`src/rtl/spi_pkg.sv`:
```
// Shared constants, command codes and FSM state encoding for the SPI master.
package spi_pkg;

    localparam int WORD_W       = 10;
    localparam int DATA_W       = 8;
    localparam int FRAME_WR_LEN = 12;
    localparam int FRAME_RD_LEN = 22;
    localparam int TURN_CYCLES  = 2;
    localparam int GAP_CYCLES   = 2;
    localparam int K_W          = 5;

    localparam logic [1:0] CMD_WR_ADDR = 2'b00;
    localparam logic [1:0] CMD_WR_DATA = 2'b01;
    localparam logic [1:0] CMD_RD_ADDR = 2'b10;
    localparam logic [1:0] CMD_RD_DATA = 2'b11;

    // Last frame-cycle index of each phase; k restarts from 0 on entry to GAP.
    localparam logic [K_W-1:0] K_WR_LAST   = K_W'(FRAME_WR_LEN - 1);
    localparam logic [K_W-1:0] K_TURN_LAST = K_W'(FRAME_WR_LEN + TURN_CYCLES - 1);
    localparam logic [K_W-1:0] K_RD_LAST   = K_W'(FRAME_RD_LEN - 1);
    localparam logic [K_W-1:0] K_GAP_LAST  = K_W'(GAP_CYCLES - 1);

    typedef enum logic [2:0] {
        IDLE,
        START,
        CMD,
        SHIFT,
        TURN,
        RECV,
        GAP
    } state_e;

endpackage

```
`src/rtl/spi_master_shifter.sv`:
```
// Shift path: 10-bit load/shift-out word register (MSB first) and 8-bit shift-in register.
module spi_master_shifter
    import spi_pkg::*;
(
    input  logic              clk,
    input  logic              rst,
    input  logic              load_i,
    input  logic              shift_out_i,
    input  logic              shift_in_i,
    input  logic [WORD_W-1:0] word_i,
    input  logic              miso_i,
    output logic              tx_msb_o,
    output logic [DATA_W-1:0] rx_next_o
);

    logic [WORD_W-1:0] tx_q, tx_d;
    logic [DATA_W-1:0] rx_q, rx_d;

    assign tx_msb_o  = tx_q[WORD_W-1];
    assign rx_next_o = {rx_q[DATA_W-2:0], miso_i};

    // NOTE: every always_comb output gets a default first, so no path can infer a latch.
    always_comb begin
        tx_d = tx_q;
        rx_d = rx_q;
        if (load_i) begin
            tx_d = word_i;
        end else if (shift_out_i) begin
            tx_d = {tx_q[WORD_W-2:0], 1'b0};
        end
        if (shift_in_i) begin
            rx_d = rx_next_o;
        end
    end

    always_ff @(posedge clk or posedge rst) begin
        if (rst) begin
            tx_q <= '0;
            rx_q <= '0;
        end else begin
            tx_q <= tx_d;
            rx_q <= rx_d;
        end
    end

endmodule

```
`src/rtl/spi_master.sv`:
```
// SPI master framing FSM: 12-cycle write frames, 22-cycle read-data frames, 2-cycle deselect gap.
// Optional read-order enforcement (refuse out-of-order reads, pulse err) with SPI_MASTER_RD_ORDER_EN.
module spi_master
    import spi_pkg::*;
(
    input  logic              clk,
    input  logic              rst,
    input  logic              start,
    input  logic [1:0]        cmd,
    input  logic [DATA_W-1:0] din,
    output logic              busy,
    output logic              done,
    output logic [DATA_W-1:0] rdata,
    output logic              rdata_valid,
    output logic              err,
    output logic              ss_n,
    output logic              mosi,
    input  logic              miso
);

    state_e            state_q;
    logic [K_W-1:0]    k_q;
    logic [1:0]        cmd_q;
    logic              ss_n_q, mosi_q, busy_q, done_q, rdata_valid_q;
    logic [DATA_W-1:0] rdata_q;
    logic              accept, refuse, wr_last, rd_last, tx_msb;
    logic [DATA_W-1:0] rx_next;

    assign wr_last = (state_q == SHIFT) && (k_q == K_WR_LAST);
    assign rd_last = (state_q == RECV) && (k_q == K_RD_LAST);
    assign accept  = (state_q == IDLE) && start && !refuse;

`ifdef SPI_MASTER_RD_ORDER_EN
    // Flag set means an address has been sent and a read-data frame is now due.
    logic rd_order_q, err_q;

    assign refuse = ((cmd == CMD_RD_DATA) && !rd_order_q) ||
                    ((cmd == CMD_RD_ADDR) && rd_order_q);
    assign err    = err_q;

    always_ff @(posedge clk or posedge rst) begin
        if (rst) begin
            rd_order_q <= 1'b0;
            err_q      <= 1'b0;
        end else begin
            err_q <= (state_q == IDLE) && start && refuse;
            if (wr_last && (cmd_q == CMD_RD_ADDR)) begin
                rd_order_q <= 1'b1;
            end else if (rd_last) begin
                rd_order_q <= 1'b0;
            end
        end
    end
`else
    assign refuse = 1'b0;
    assign err    = 1'b0;
`endif

    spi_master_shifter u_shifter (
        .clk         (clk),
        .rst         (rst),
        .load_i      (accept),
        .shift_out_i ((state_q == CMD) || (state_q == SHIFT)),
        .shift_in_i  (state_q == RECV),
        .word_i      ({cmd, din}),
        .miso_i      (miso),
        .tx_msb_o    (tx_msb),
        .rx_next_o   (rx_next)
    );

    // NOTE: sequential state uses non-blocking assignments so every register samples pre-edge values.
    always_ff @(posedge clk or posedge rst) begin
        if (rst) begin
            state_q       <= IDLE;
            k_q           <= '0;
            cmd_q         <= CMD_WR_ADDR;
            ss_n_q        <= 1'b1;
            mosi_q        <= 1'b0;
            busy_q        <= 1'b0;
            done_q        <= 1'b0;
            rdata_q       <= '0;
            rdata_valid_q <= 1'b0;
        end else begin
            done_q        <= 1'b0;
            rdata_valid_q <= 1'b0;
            case (state_q)
                IDLE: begin
                    if (accept) begin
                        state_q <= START;
                        cmd_q   <= cmd;
                        k_q     <= '0;
                        busy_q  <= 1'b1;
                        ss_n_q  <= 1'b0;
                        mosi_q  <= 1'b0;
                    end
                end
                START, CMD: begin
                    // cmd[1] is presented at k=1 and again as the word MSB at k=2.
                    state_q <= (state_q == START) ? CMD : SHIFT;
                    mosi_q  <= tx_msb;
                    k_q     <= k_q + 1'b1;
                end
                SHIFT: begin
                    if (!wr_last) begin
                        mosi_q <= tx_msb;
                        k_q    <= k_q + 1'b1;
                    end else if (cmd_q == CMD_RD_DATA) begin
                        state_q <= TURN;
                        mosi_q  <= 1'b0;
                        k_q     <= k_q + 1'b1;
                    end else begin
                        state_q <= GAP;
                        mosi_q  <= 1'b0;
                        ss_n_q  <= 1'b1;
                        done_q  <= 1'b1;
                        k_q     <= '0;
                    end
                end
                TURN: begin
                    if (k_q == K_TURN_LAST) begin
                        state_q <= RECV;
                    end
                    k_q <= k_q + 1'b1;
                end
                RECV: begin
                    if (rd_last) begin
                        state_q       <= GAP;
                        ss_n_q        <= 1'b1;
                        done_q        <= 1'b1;
                        rdata_q       <= rx_next;
                        rdata_valid_q <= 1'b1;
                        k_q           <= '0;
                    end else begin
                        k_q <= k_q + 1'b1;
                    end
                end
                GAP: begin
                    if (k_q == K_GAP_LAST) begin
                        state_q <= IDLE;
                        busy_q  <= 1'b0;
                    end else begin
                        k_q <= k_q + 1'b1;
                    end
                end
                default: state_q <= IDLE;
            endcase
        end
    end

    assign busy        = busy_q;
    assign done        = done_q;
    assign rdata       = rdata_q;
    assign rdata_valid = rdata_valid_q;
    assign ss_n        = ss_n_q;
    assign mosi        = mosi_q;

endmodule

```
`config.mk`:
```
export PLATFORM = sky130hd
export DESIGN_NAME = spi_master
export DESIGN_NICKNAME = d
export VERILOG_FILES = /design/src/rtl/spi_pkg.sv /design/src/rtl/spi_master_shifter.sv /design/src/rtl/spi_master.sv
export SDC_FILE = /design/constraint.sdc
export NUM_CORES = 1
export LEC_CHECK = 0
export CAP_MARGIN = 25
export CORE_ASPECT_RATIO = 1.25
export CORE_MARGIN = 1
export CORE_UTILIZATION = 40
export CTS_CLUSTER_DIAMETER = 200
export DETAILED_ROUTE_END_ITERATION = 7
export PLACE_DENSITY_LB_ADDON = 0.3
export SYNTH_ARGS = -nofsm -noshare
export SYNTH_HDL_FRONTEND = slang
export SYNTH_HIERARCHICAL = 1
export SYNTH_SLANG_ARGS = --single-unit
```
`constraint.sdc`:
```
create_clock -name clk -period 4.9 [get_ports clk]
set_input_delay 0.49 -clock clk [delete_from_list [all_inputs] [get_ports clk]]
set_output_delay 0.49 -clock clk [all_outputs]
set_load 0.02 [all_outputs]
```
== Yosys cells after proc, flatten, opt, wreduce, memory -nomap -nowiden ==
Cells that the tools add are included.

* Flip-flop bits (word level): 40

* Add/sub/neg operators: 1
* Equal/unequal tests: 18
* Multiplexer cells: 31
* Reductions and logical operators: 19

{| class="wikitable"
|+ Operators by type and width
! operator !! count
|-
| $mux 5 || 5
|-
| $pmux 5 s5 || 1
|-
| $mux 10 || 2
|-
| $pmux 3 s6 || 1
|-
| $mux 3 || 5
|-
| $ne 2x2->1 const B || 7
|-
| $mux 1 || 12
|-
| $eq 5x4->1 const B || 2
|-
| $reduce_and 5->1 || 2
|-
| $eq 3x3->1 const B || 3
|-
| $eq 3x2->1 const B || 2
|-
| $pmux 1 s3 || 2
|-
| $reduce_and 2->1 || 3
|-
| $reduce_and 3->1 || 2
|-
| $reduce_bool 3->1 || 2
|-
| $add 5x1->5 const B || 1
|-
| $eq 5x1->1 const B || 1
|-
| $eq 5x5->1 const B || 1
|-
| $reduce_bool 5->1 || 1
|-
| $pmux 1 s2 || 2
|-
| $reduce_bool 2->1 || 2
|-
| $eq 3x1->1 const B || 1
|-
| $logic_and 1x1->1 || 3
|-
| $logic_not 3->1 || 1
|-
| 5 further kinds || 5
|}

== Logic depth before layout (Yosys ltp) ==
* Depth after elaboration: 4
* Mapped depth: 7
* Depth with buffers taken out: 7

== Modules after synthesis ==
Netlist, hierarchy kept.

{| class="wikitable"
|+ Modules (own cells, without submodules)
! module !! times used !! cells each !! area an instance (sq um) !! seq. area each (sq um)
|-
| spi_master || 1 || 107 || 1211.2 || 576.8
|-
| spi_master_shifter || 1 || 60 || 740.7 || 425.4
|}

== Worst setup path after synthesis ==
Ideal clock, no wire load.

* Path type: reg-to-reg
* Start: register k_q[0]
* End: register k_q[1]
* Setup time: 83 ps
* Arrival: 1528 ps
* Slack: 3289 ps
* Cell stages (with the launch flop): 7
* Path buffers: 0
* Clock period less this slack: 1611 ps
* Cell sequence: dfrtp_1 ha_1 nor4b_2 o21ai_1 o22ai_2 or3_1 o21ai_0

* Word-level cells in the longest chain between the ends: 4

{| class="wikitable"
|+ Ends and longest elaborated chain
! element !! RTL line !! source
|-
| start: declaration || spi_master.sv:22 || <nowiki>logic [K_W-1:0] k_q;</nowiki>
|-
| start signal: assignment || spi_master.sv:101 || <nowiki>k_q <= k_q + 1'b1;</nowiki>
|-
| start signal: assignment || spi_master.sv:106 || <nowiki>k_q <= k_q + 1'b1;</nowiki>
|-
| start signal: assignment || spi_master.sv:110 || <nowiki>k_q <= k_q + 1'b1;</nowiki>
|-
| $add 5x1->5, or another cell as far along || - ||
|-
| $mux 5, or another cell as far along || spi_master.sv:107 || <nowiki>end else if (cmd_q == CMD_RD_DATA) begin</nowiki>
|-
| $mux 5, on equally long branches || spi_master.sv:104, spi_master.sv:126 ||
|-
| $pmux 5 s5 || spi_master.sv:86 || <nowiki>case (state_q)</nowiki>
|}

Parallel ways exist; a longest one is shown, timed or not. The select of a mux whose other input is x is not followed.
A chain may end at the register's enable or synchronous reset.

== Worst setup path in the final report ==
* Start: register state_q[1]
* End: register cmd_q[1]

* Word-level cells in the longest chain between the ends: 3

{| class="wikitable"
|+ Ends and longest elaborated chain
! element !! RTL line !! source
|-
| start: declaration || spi_master.sv:21 || <nowiki>state_e state_q;</nowiki>
|-
| start signal: assignment || spi_master.sv:99 || <nowiki>state_q <= (state_q == START) ? CMD : SHIFT;</nowiki>
|-
| $logic_not 3->1 (*) || spi_master.sv:31, spi_master.sv:86 ||
|-
| $logic_and 1x1->1 || spi_master.sv:31 || <nowiki>assign accept = (state_q == IDLE) && start && !refuse;</nowiki>
|-
| $reduce_and 2->1 (no source line) (*) || - ||
|-
| end signal: assignment || spi_master.sv:90 || <nowiki>cmd_q <= cmd;</nowiki>
|-
| end: declaration || spi_master.sv:23 || <nowiki>logic [1:0] cmd_q;</nowiki>
|}

Every way passes the cells marked *; elsewhere a longest branch is shown, timed or not.

==> summary.txt <==
Floorplanning
  • Row cnt: 28
  • Starting Density: 0.413
  • Chip width: between 60 and 70 um
  • Die Y: between 80 and 90 um
  • Io pins: 28
  • Die area: 5160 um^2
  • Core ar.: between 4000 and 5000 um^2

STA
  • Tmin final: slightly below 2 ns
  • Max-slew violation count: 0
  • Hold Fails Final Rpt: 0
  • Final period util: 0.400
  • Slew @ Worst Pin: 0.879 ns
  • Slew headroom: 0.413
  • Post-route setup slack: 2.94 ns
  • Clock skew: 0.00470 ns
  • RSZ-0062 raised after global routing: false
  • # setup viols final: 0
  • Achievable Freq: slightly above 500 MHz
  • Setup TNS Final: 0 ns

Route
  • DRC: 0
  • Avg Vias per Cell: 5.21
  • DRT Wirelength: 3.43 mm
  • Iter 0 DRT Violations: 36
  • Initial DRT Pass Iterations: 4
  • WL per Instance: 13.6 um
  • Post-DRT Antenna Nets: 0
  • Total number of vias: ~1300

Worst hold path
  • Hold Path End: ss_n
  • Hold-critical path depth: 2
  • Hold Startpoint: ss_n
  • Type of the most critical hold path: reg2reg

Cells and area
  • Syn-to-layout area delta: 18.2%
  • Layout cells sized above 1: 0.214
  • Fillers: roughly 450
  • Reg area: approximately 1000 um^2
  • Diodes inserted: 0
  • Final non-filler cell total: 252
  • Final core occ: 0.488
  • NumNets Final: ~210
  • Post-Layout Inst Area: ~2300 um^2
  • Area of the multi-input gates: between 800 and 900 um^2

Place
  • Post-DP HPWL: ~2.6 mm
  • Placed Instances: between 200 and 250
  • IO Port Bufs: 26
  • Final GP Congestion: roughly 0.79
  • Placed inst area: approximately 2200 um^2
  • Pre-CTS setup slack: approximately 2.6 ns

Clock network
  • TritonCTS clock tree: done
  • Clock root cell: clkbuf_8
  • Num CTS Buffers: 5
  • Postcts setup bufs: 0
  • CTS max path bufs: 2
  • H-tree levels: 2
  • Clk Latency, worst-skew pair: about 0.29 ns
  • Worst-path clk slew: 0.07 ns
  • Sink Count: 40
  • Hold-fix buffers at CTS: 0
  • CTS resizes: 0

Pwr
  • Leakage: 0.00111 uW
  • Worst IR Drop VDD: roughly 0.14 mV
  • Pwr dens: 385 nW/um^2

Logic synthesis
  • Cell taking the most area after synthesis: dfrtp_1
  • Largest family of logic cells by synthesized area: multiplexers
  • Mux contribution to synthesized area: 0.150
  • Post-synthesis simple-gate area fraction: 0.141
  • Post-synth ARST share: 1.00
  • Synth top area cells: dfrtp_1 50%, mux2_2 9.8%, mux2i_1 4.6%, nand2_1 3.1%, o21ai_1 2.8%
  • Synth Net Count: 183
  • Adder-Cell Fraction of Synth Area: 0.0128
  • Area fraction in compound gates after synthesis: 0.126
  • Library cells used by synthesis: between 40 and 50
  • Synthesis Warnings: 6
  • Mapped Area: approximately 2000 um^2
  • Post-synth top area share: 0.500
  • Synth Flop Type: dfrtp_1
  • Count of state elements after synthesis: 40
  • Top cells by count, synth: 39 x dfrtp_1, 17 x mux2_2, 16 x nand2_1, 11 x o21ai_1, 10 x o21ai_0
  • Seq/Total Area, Yosys: 0.513
  • Mapped Avg Cell Area: 11.7 um^2
  • Xor-xnor portion of the synthesized cell area: 0
  • Post-synth EDFFs: 0
  • Count leader, synth: dfrtp_1
  • Gate Count Post-Synth: about 170

Setup path
  • Worst-path maximum fanout: 23
  • Crit path cell chain: nor2_1 -> and3_1 -> mux2_2
  • Reg2Reg Depth: 3
  • Largest stage delay on the critical path: ~0.64 ns
  • Max stage delay cell, worst path: and3_1
  • Worst endpoint data arrival time: 2.14 ns
  • R2r endpoint: cmd_q[1]
  • R2r setup slk: between 2 and 3 ns
  • Worst Setup End Kind: flip-flop
  • Worst r2r src: state_q[1]
  • Worst EP required: between 5 and 6 ns
  • CP Launch Type: flip-flop
  • WS Path Type: reg2reg

Global routing
  • Initial antenna violation count: 0
  • All-Layer GR Usage: 0.148
  • Global-route wire length before repair: approximately 5.7 mm
  • Vias in the first global route: ~1300
  • GRT Residual Overflow: 0
  • Largest net degree at the start of global routing: 24

Run status
  • Status: complete, no violations

Job
  • Max-Cap Viols: 0
[area by class of cell]
class / instances / area share
sequential: 40 / 0.434
multi-input combinational: 111 / 0.366
timing repair buffer: 27 / 0.116
clock buffer: 6 / 0.0358
tap: 60 / 0.0325
inverter: 6 / 0.00976
clock inverter: 2 / 0.00597
[report_power, final]
group / switching, uW / leakage [uW] / internal [uW] / total, uW
registers: 54.4 / 0.000533 / 377 / 432
logic: 109 / 0.000525 / 117 / 225
clock network: 116 / 0.0000516 / 115 / 231
[state kept, by name, indices dropped and copies added (netlist names)]
name	flops
busy	1
rdata_valid	1
state_q	3
k_q	5
done	1
mosi	1
u_shifter/tx_q	10
u_shifter/rx_q	7
rdata	8
cmd_q	2
ss_n	1
[critical path: cells and delay by family (launching register included)]
kind | cells | cell delay [ns]
flops | 1 | 0.55
simple gates | 2 | 0.89
mux | 1 | 0.40
[routing by layer]
| metal | GRT usage | up-vias | part of all wire |
|---|---|---|---|
| met1 | 0.152 | 654 | 0.39 |
| met3 | 0.0426 | 7 | 0.034 |
| met5 | 0 | - | 0 |
| li1 | - | 631 | - |
| met2 | 0.274 | 22 | 0.56 |
| met4 | 0.0667 | 0 | 0.018 |
[layout by cell type (no fill, tap or decap), types with 2 or more instances in the layout]
cell type	count
dfrtp_1	39
clkdlybuf4s50_1	26
mux2_2	17
nand2_1	16
o21ai_1	11
o21ai_0	10
mux2i_1	9
inv_1	6
clkbuf_8	6
nor2_1	5
a22o_1	3
a21oi_1	3
nor3_1	3
and3_2	2
and2b_1	2
o21bai_1	2
nand3_1	2
ha_1	2
[how the worst max path moves through the flow]
stage / from / end / slack, ns / depth (start not counted)
detailed placement: start / cmd_q[1] / 2.63 / 3
floorplan: k_q[0] / k_q[1] / 3.29 / 6
CTS: state_q[1] / u_shifter/tx_q[2] / 2.71 / 4
finish: state_q[1] / cmd_q[1] / 2.94 / 3
global placement: start / cmd_q[0] / 2.68 / 3
global route: state_q[1] / cmd_q[0] / 2.77 / 3
[cells by family (layout without fill, tap and decap cells)]
kind of cell / Yosys count / count (layout)
simple gates: 44 / 44
flops: 40 / 40
compound gates: 37 / 37
mux: 27 / 27
buf+inv: 16 / 41
fa+ha+maj: 2 / 2
other cells: 1 / 1
[stage by stage]
| step | hold slack (ns) | power [uW] |
|---|---|---|
| final | 0.478 | 889 |
| after global routing | 0.516 | 940 |
| after CTS | 0.481 | 897 |
| after detailed placement | 0.469 | 664 |
| after global placement | 0.474 | 651 |
| after floorplan | 0.416 | 609 |
(Power assumes the default switching activity.)
